==> config.mk <==
export PLATFORM = sky130hd
export DESIGN_NAME = rr_arbiter_4
export DESIGN_NICKNAME = d
export VERILOG_FILES = /design/src/rtl/rr_arbiter_4.sv
export SDC_FILE = /design/constraint.sdc
export NUM_CORES = 1
export LEC_CHECK = 0
export BUFFER_PORTS_ARGS = -buffer_cell sky130_fd_sc_hd__buf_2
export CORE_MARGIN = 2
export CORE_UTILIZATION = 57
export CTS_CLUSTER_SIZE = 8
export DETAILED_ROUTE_END_ITERATION = 8
export PLACE_DENSITY = 0.8
export REMOVE_ABC_BUFFERS = 1
export SYNTH_ARGS = -nofsm -noshare
export SYNTH_HDL_FRONTEND = slang
export SYNTH_SLANG_ARGS = --single-unit
==> constraint.sdc <==
create_clock -name clock -period 2.6 [get_ports clock]
set_input_delay 0.26 -clock clock [delete_from_list [all_inputs] [get_ports clock]]
set_output_delay 0.26 -clock clock [all_outputs]
set_load 0.01 [all_outputs]
==> src/rtl/rr_arbiter_4.sv <==
// rr_arbiter_4: four-way round-robin arbiter with a bounded grant hold time.
//
// A grant is issued one edge after a request is seen in IDLE. The search
// starts at the round-robin pointer. The grant lasts until the owner drops
// its request or has held the resource for MAX_HOLD cycles. A forced release
// raises a one-cycle timeout pulse. Every release is followed by at least one
// idle cycle, and the pointer then moves to the requester after the old owner.
//
// Parameters
//   MAX_HOLD : maximum consecutive grant cycles (1..255)
// Ports
//   clock   : single clock, rising-edge active
//   reset   : synchronous active-high reset
//   req     : request lines, req[i] = requester i wants the resource
//   gnt     : registered one-hot grant, all-zero when idle
//   owner   : registered index of the granted requester, valid while busy
//   busy    : registered, high exactly when gnt is non-zero
//   timeout : registered one-cycle pulse after a forced release
module rr_arbiter_4 #(
  parameter int unsigned MAX_HOLD = 8
) (
  input  logic       clock,
  input  logic       reset,
  input  logic [3:0] req,
  output logic [3:0] gnt,
  output logic [1:0] owner,
  output logic       busy,
  output logic       timeout
);

  localparam int unsigned N_REQ  = 4;
  localparam int unsigned IDX_W  = 2;
  localparam int unsigned HOLD_W = 8;

  localparam logic [HOLD_W-1:0] HOLD_LIMIT = HOLD_W'(MAX_HOLD);

  typedef enum logic [0:0] {
    ST_IDLE  = 1'b0,
    ST_GRANT = 1'b1
  } state_t;

  state_t              state;
  logic [IDX_W-1:0]    ptr;
  logic [HOLD_W-1:0]   hold_cnt;

  // Combinational winner of the rotating priority search.
  logic [IDX_W-1:0]    pick_idx_c;
  logic                pick_valid_c;

  // The owner's own request line decides whether the grant continues.
  logic                owner_req_c;

  // Find the first active request starting at ptr and wrapping modulo four.
  always_comb begin
    pick_idx_c   = '0;
    pick_valid_c = 1'b0;
    for (int j = 0; j < N_REQ; j++) begin
      logic [IDX_W-1:0] cand;
      cand = IDX_W'(ptr + IDX_W'(j));
      if (!pick_valid_c && req[cand]) begin
        pick_idx_c   = cand;
        pick_valid_c = 1'b1;
      end
    end
  end

  assign owner_req_c = req[owner];

  // State machine with all outputs registered.
  always_ff @(posedge clock) begin
    if (reset) begin
      state    <= ST_IDLE;
      ptr      <= '0;
      hold_cnt <= '0;
      gnt      <= '0;
      owner    <= '0;
      busy     <= 1'b0;
      timeout  <= 1'b0;
    end else begin
      case (state)
        ST_IDLE: begin
          // A timeout pulse from the previous release lasts one cycle.
          timeout <= 1'b0;
          if (pick_valid_c) begin
            state    <= ST_GRANT;
            gnt      <= N_REQ'(1) << pick_idx_c;
            owner    <= pick_idx_c;
            busy     <= 1'b1;
            hold_cnt <= HOLD_W'(1);
          end
        end

        ST_GRANT: begin
          if (!owner_req_c) begin
            // The owner released the resource voluntarily.
            state    <= ST_IDLE;
            gnt      <= '0;
            busy     <= 1'b0;
            ptr      <= IDX_W'(owner + IDX_W'(1));
            hold_cnt <= '0;
            timeout  <= 1'b0;
          end else if (hold_cnt >= HOLD_LIMIT) begin
            // The hold limit was reached, so the grant is revoked.
            state    <= ST_IDLE;
            gnt      <= '0;
            busy     <= 1'b0;
            ptr      <= IDX_W'(owner + IDX_W'(1));
            hold_cnt <= '0;
            timeout  <= 1'b1;
          end else begin
            hold_cnt <= HOLD_W'(hold_cnt + HOLD_W'(1));
          end
        end

        default: begin
          state    <= ST_IDLE;
          gnt      <= '0;
          busy     <= 1'b0;
          hold_cnt <= '0;
          timeout  <= 1'b0;
        end
      endcase
    end
  end

endmodule

**Yosys cells after proc, flatten, opt, wreduce, memory -nomap -nowiden**

Index checks and enable logic that the tools add are counted.

- Flip-flop bits (word level): 19

- Add/sub/neg operators: 5
- Order comparisons: 6
- Eq/ne operators: 3
- Shifts and indexed selects: 1
- Mux-type cells: 39
- Bitwise operators: 1
- Reduce and logical (&&, ||, !) cells: 9

Operators by type and width:

| operator | number |
|---|---|
| 8-bit 2-to-1 mux | 3 |
| 1-bit 2-to-1 mux | 17 |
| 8-bit case mux with 2 select lines | 1 |
| 2-bit by 3-bit < comparator with 1-bit output (second input constant) | 5 |
| 2-bit 2-to-1 mux | 6 |
| 4-bit 2-to-1 mux | 3 |
| 1-bit binary-select mux with 2-bit select | 5 |
| 8-bit by 1-bit adder with 8-bit output (second input constant) | 1 |
| 8-bit by 4-bit >= comparator with 1-bit output (second input constant) | 1 |
| 4-bit case mux with 2 select lines | 1 |
| 1-bit case mux with 2 select lines | 3 |
| 2-bit AND reduction | 3 |
| 2-bit by 1-bit adder with 2-bit output (second input constant) | 2 |
| 2-bit adder (second input constant) | 2 |
| 1-bit by 2-bit left shift with 4-bit output (first input constant) | 1 |
| 1-bit logical AND | 3 |
| 1-bit zero test | 3 |
| 3-bit by 2-bit inequality test with 1-bit output (second input constant) | 1 |
| 2-bit by 1-bit inequality test with 1-bit output (second input constant) | 1 |
| 2-bit inequality test (second input constant) | 1 |
| 1-bit inverter | 1 |

**Logic depth before layout (Yosys ltp)**

- Depth after elaboration: 15
- Depth in mapped cells: 5

**Worst setup path before layout**

Ideal clock, no wire load.

- Path type: register -> register
- From: register owner[0]
- To: register ptr[0]
- Setup time: 0.086 ns
- Data arrival time: 1.501 ns
- Data required time: 2.514 ns
- Path slack: 1.013 ns
- Cell stages (with the launch flop): 5
- Buffers on the path: 0
- Cell sequence: dfxtp_1 > mux4_2 > a31oi_4 > nor2_1 > a211oi_1

- Cells in the longest elaborated chain, start to end: 4
- Elaborated cells on any way between the ends: 7
- Those cells by class: add/sub: 1; eq/ne: 1; mux: 4; reduce/logical: 1

Ends and longest elaborated chain:

| what | RTL line | text |
|---|---|---|
| start: declaration | 26 | `output logic [1:0] owner,` |
| start signal: assignment | 87 | `owner <= pick_idx_c;` |
| 1-bit binary-select mux with 2-bit select | 67 | `assign owner_req_c = req[owner];` |
| 1-bit 2-to-1 mux (implied by the code) | 67 |  |
| 2-bit by 1-bit inequality test with 1-bit output (no line) | - |  |
| 2-bit AND reduction (no line) | - |  |
| end signal: assignment | 99 | `ptr <= IDX_W'(owner + IDX_W'(1));` |
| end signal: assignment | 107 | `ptr <= IDX_W'(owner + IDX_W'(1));` |
| end: declaration | 43 | `logic [IDX_W-1:0] ptr;` |

Parallel ways exist; a longest one is shown, timed or not. The select of a mux whose other input is x is not followed.
A chain may end at the register's enable or synchronous reset.

**Worst setup path in the final report**

Ends and elaborated chain as after synthesis.

==> flow_summary.toml <==
[synthesis]
avgSynthCellArea_um2 = 9.317
ys_top_cells_by_count = "19 x dfxtp_1, 8 x a21oi_1, 8 x nand2_1, 8 x nor2_1, 5 x inv_1"
synth_most_common_cell = "dfxtp_1"
synth_edf_count = 0
yosys.area.top_type = "dfxtp_1"
ys_seq_elements = 19
async_flop_share_pct = 0
synth_area_leaders = "dfxtp_1 43%, a21oi_1 4.6%, a32o_1 4.6%"
synth_warnings = 0
syn-instance-count = 94
ys_seq_area_share_pct = 43.43
syn-cell-area_um2 = 875.8
synth_flop_cell = "dfxtp_1"
yosysTopAreaCellShare_pct = 43.43
synth_cell_types = 34

[timing]
finalCritPeriodShare_pct = 64.47
max_freq_ghz = 0.5966
setup_viol = 0
fin_skew_ns = 0.001762
finalHoldViolations = 0
setup_tns_ns = 0
finalCriticalPeriod_ns = 1.676
relSlewSlack_pct = 66.38
setup_slack_ns = 0.9238
grt_setup_unrepaired = "no"
slew_violations = 0
tightestPinTransition_ns = 0.4996

[floorplan]
core_um2 = 1471
fp.dieW_um = 43.20
die_h_um = 43.20
start_util_pct = 59.52
pin_count = 14
rows = 14
die_area_um2 = 1866

[worst_setup_path]
crit_type = "register to register"
startpoint_type = "register"
worst_setup_path_end_kind = "register"
regToRegSetupSlack_ns = 0.92
crit_path_start = "owner[0]"
worst_ep_required_time_ns = 2.81
cp_max_fo = 6
reg2regPathDepth = 4
r2r-end = "ptr[0]"
arrival_ns = 1.89
crit_path_end = "ptr[0]"
r2r-start = "owner[0]"

[clock_network]
cts_tree = "done"
cts_root_buf = "clkbuf_4"
cts_hold_buf = 0
clk_latency_ns = 0.29
cts.repair.resized = 0
cts_buffer_depth = 2
cts.sinks = 19
cts_setup_buffers = 0
h-tree-depth = 1
path_clk_slew_ns = 0.11
cts_buffers = 3

[placement]
hpwl_um = 1298
globalplace.congestion = 0.8541
port_buffers = 13
place_ws_ns = 0.9584
place_inst = 121

[detailed_routing]
num_vias = 742
ant_nets = 0
vias_per_cell = 5.936
drtIter0Drc = 14
post_drt_wl_per_cell_um = 13.43
first_pass_iters = 4
drt_wl_total_um = 1679
drc = 0

[global_route]
grtUsageTotal_pct = 20.18
antenna_found_initial = 0
grt_max_degree = 16
grt-ovfl-total = 0
grt_pass1_vias = 672
grt_pass1_wl_um = 2829

[final_layout]
antennaDiodeCount = 0
stdcell_count = 125
drive_gt1_share_pct = 21.10
nNetsFinal = 118
fill_cells = 128
syn_to_final_growth_pct = 11.71

[pwr]
p_leak_nw = 0.3846
max-vdd-ir-drop_uv = 411.4
powerDensity_nw_per_um2 = 586.2

[min_path]
min_path_type = "primary input to register"

[status]
status = "complete, no violations"

[job]
maxCapViolCount = 0
==> sequential cells by signal (all words and copies together) (netlist names) <==
| name | flops |
|---|---|
| hold_cnt | 8 |
| gnt | 4 |
| owner | 2 |
| ptr | 2 |
| busy | 1 |
| state | 1 |
| timeout | 1 |
==> routing by layer <==
metal  global-route usage [%]  share of wire, %
met1                    26.13                45
met2                    32.24                50
met3                    2.553               3.0
met4                    10.91               1.5
met5                        0                 0
==> layout make-up <==
| cell class | instances | area, um^2 | share of cell area, % |
|---|---|---|---|
| sequential | 19 | 380.4 | 38.87 |
| tap | 16 | 20.02 | 2.046 |
| clock inverter | 1 | 5.005 | 0.5115 |
| multi-input combinational | 68 | 466.7 | 47.70 |
| timing repair buffer | 13 | 65.06 | 6.650 |
| inverter | 5 | 18.77 | 1.918 |
| clock buffer | 3 | 22.52 | 2.302 |
==> cells by family after synthesis <==
kind of cell    synth area share (%)
simple gates                   23.71
compound gates                 21.86
flops                          43.43
buf+inv                        3.286
mux                            3.857
fa+ha+maj                      2.857
xor+xnor                       1.000
==> critical path, stage by stage (launching register included) <==
cell      delay (ns)
dfxtp_1         0.45
mux4_2          0.60
a31oi_4         0.28
nor2_1          0.07
a211oi_1        0.21
==> worst min path at each step <==
stage	depth (start not counted)	slack [ns]	end	startpoint
2_1_floorplan	1	0.33	hold_cnt[2]	reset
4_1_cts	2	0.32	hold_cnt[0]	reset
5_1_grt	2	0.33	hold_cnt[0]	reset
6_report	2	0.32	hold_cnt[0]	reset
3_3_place_gp	1	0.45	gnt[2]	gnt[2]
3_5_place_dp	1	0.45	gnt[2]	gnt[2]
==> stage by stage <==
stage	hold WS (ns)	instance area [um^2]	util, %	power [W]
finish	0.3181	978.4	66.50	0.0005736
global route	0.3279	978.4	66.50	0.0005984
CTS	0.3160	978.4	66.50	0.0005755
detailed placement	0.4504	950.9	64.63	0.0004324
global placement	0.4536	950.9	64.63	0.0004298
floorplan	0.3291	865.8	-	0.0003975
==> layout by cell type, fill, tap and decap left out, types with 3 or more instances in the layout <==
| cell | n |
|---|---|
| buf_2 | 13 |
| dfxtp_1 | 19 |
| a32o_1 | 4 |
| inv_1 | 5 |
| clkbuf_4 | 3 |
| a21oi_1 | 8 |
| nor2_1 | 8 |
| nand4_1 | 4 |
| nor3_1 | 3 |
| nand2_1 | 8 |
| nand2b_1 | 4 |
==> power by group <==
part / switching (W) / leakage, nW / internal [W]
registers: 0.0000160 / 0.155 / 0.000308
logic: 0.0000572 / 0.212 / 0.0000447
clock network: 0.0000908 / 0.0177 / 0.0000573
Note: power is estimated with default switching activity, not from simulation.
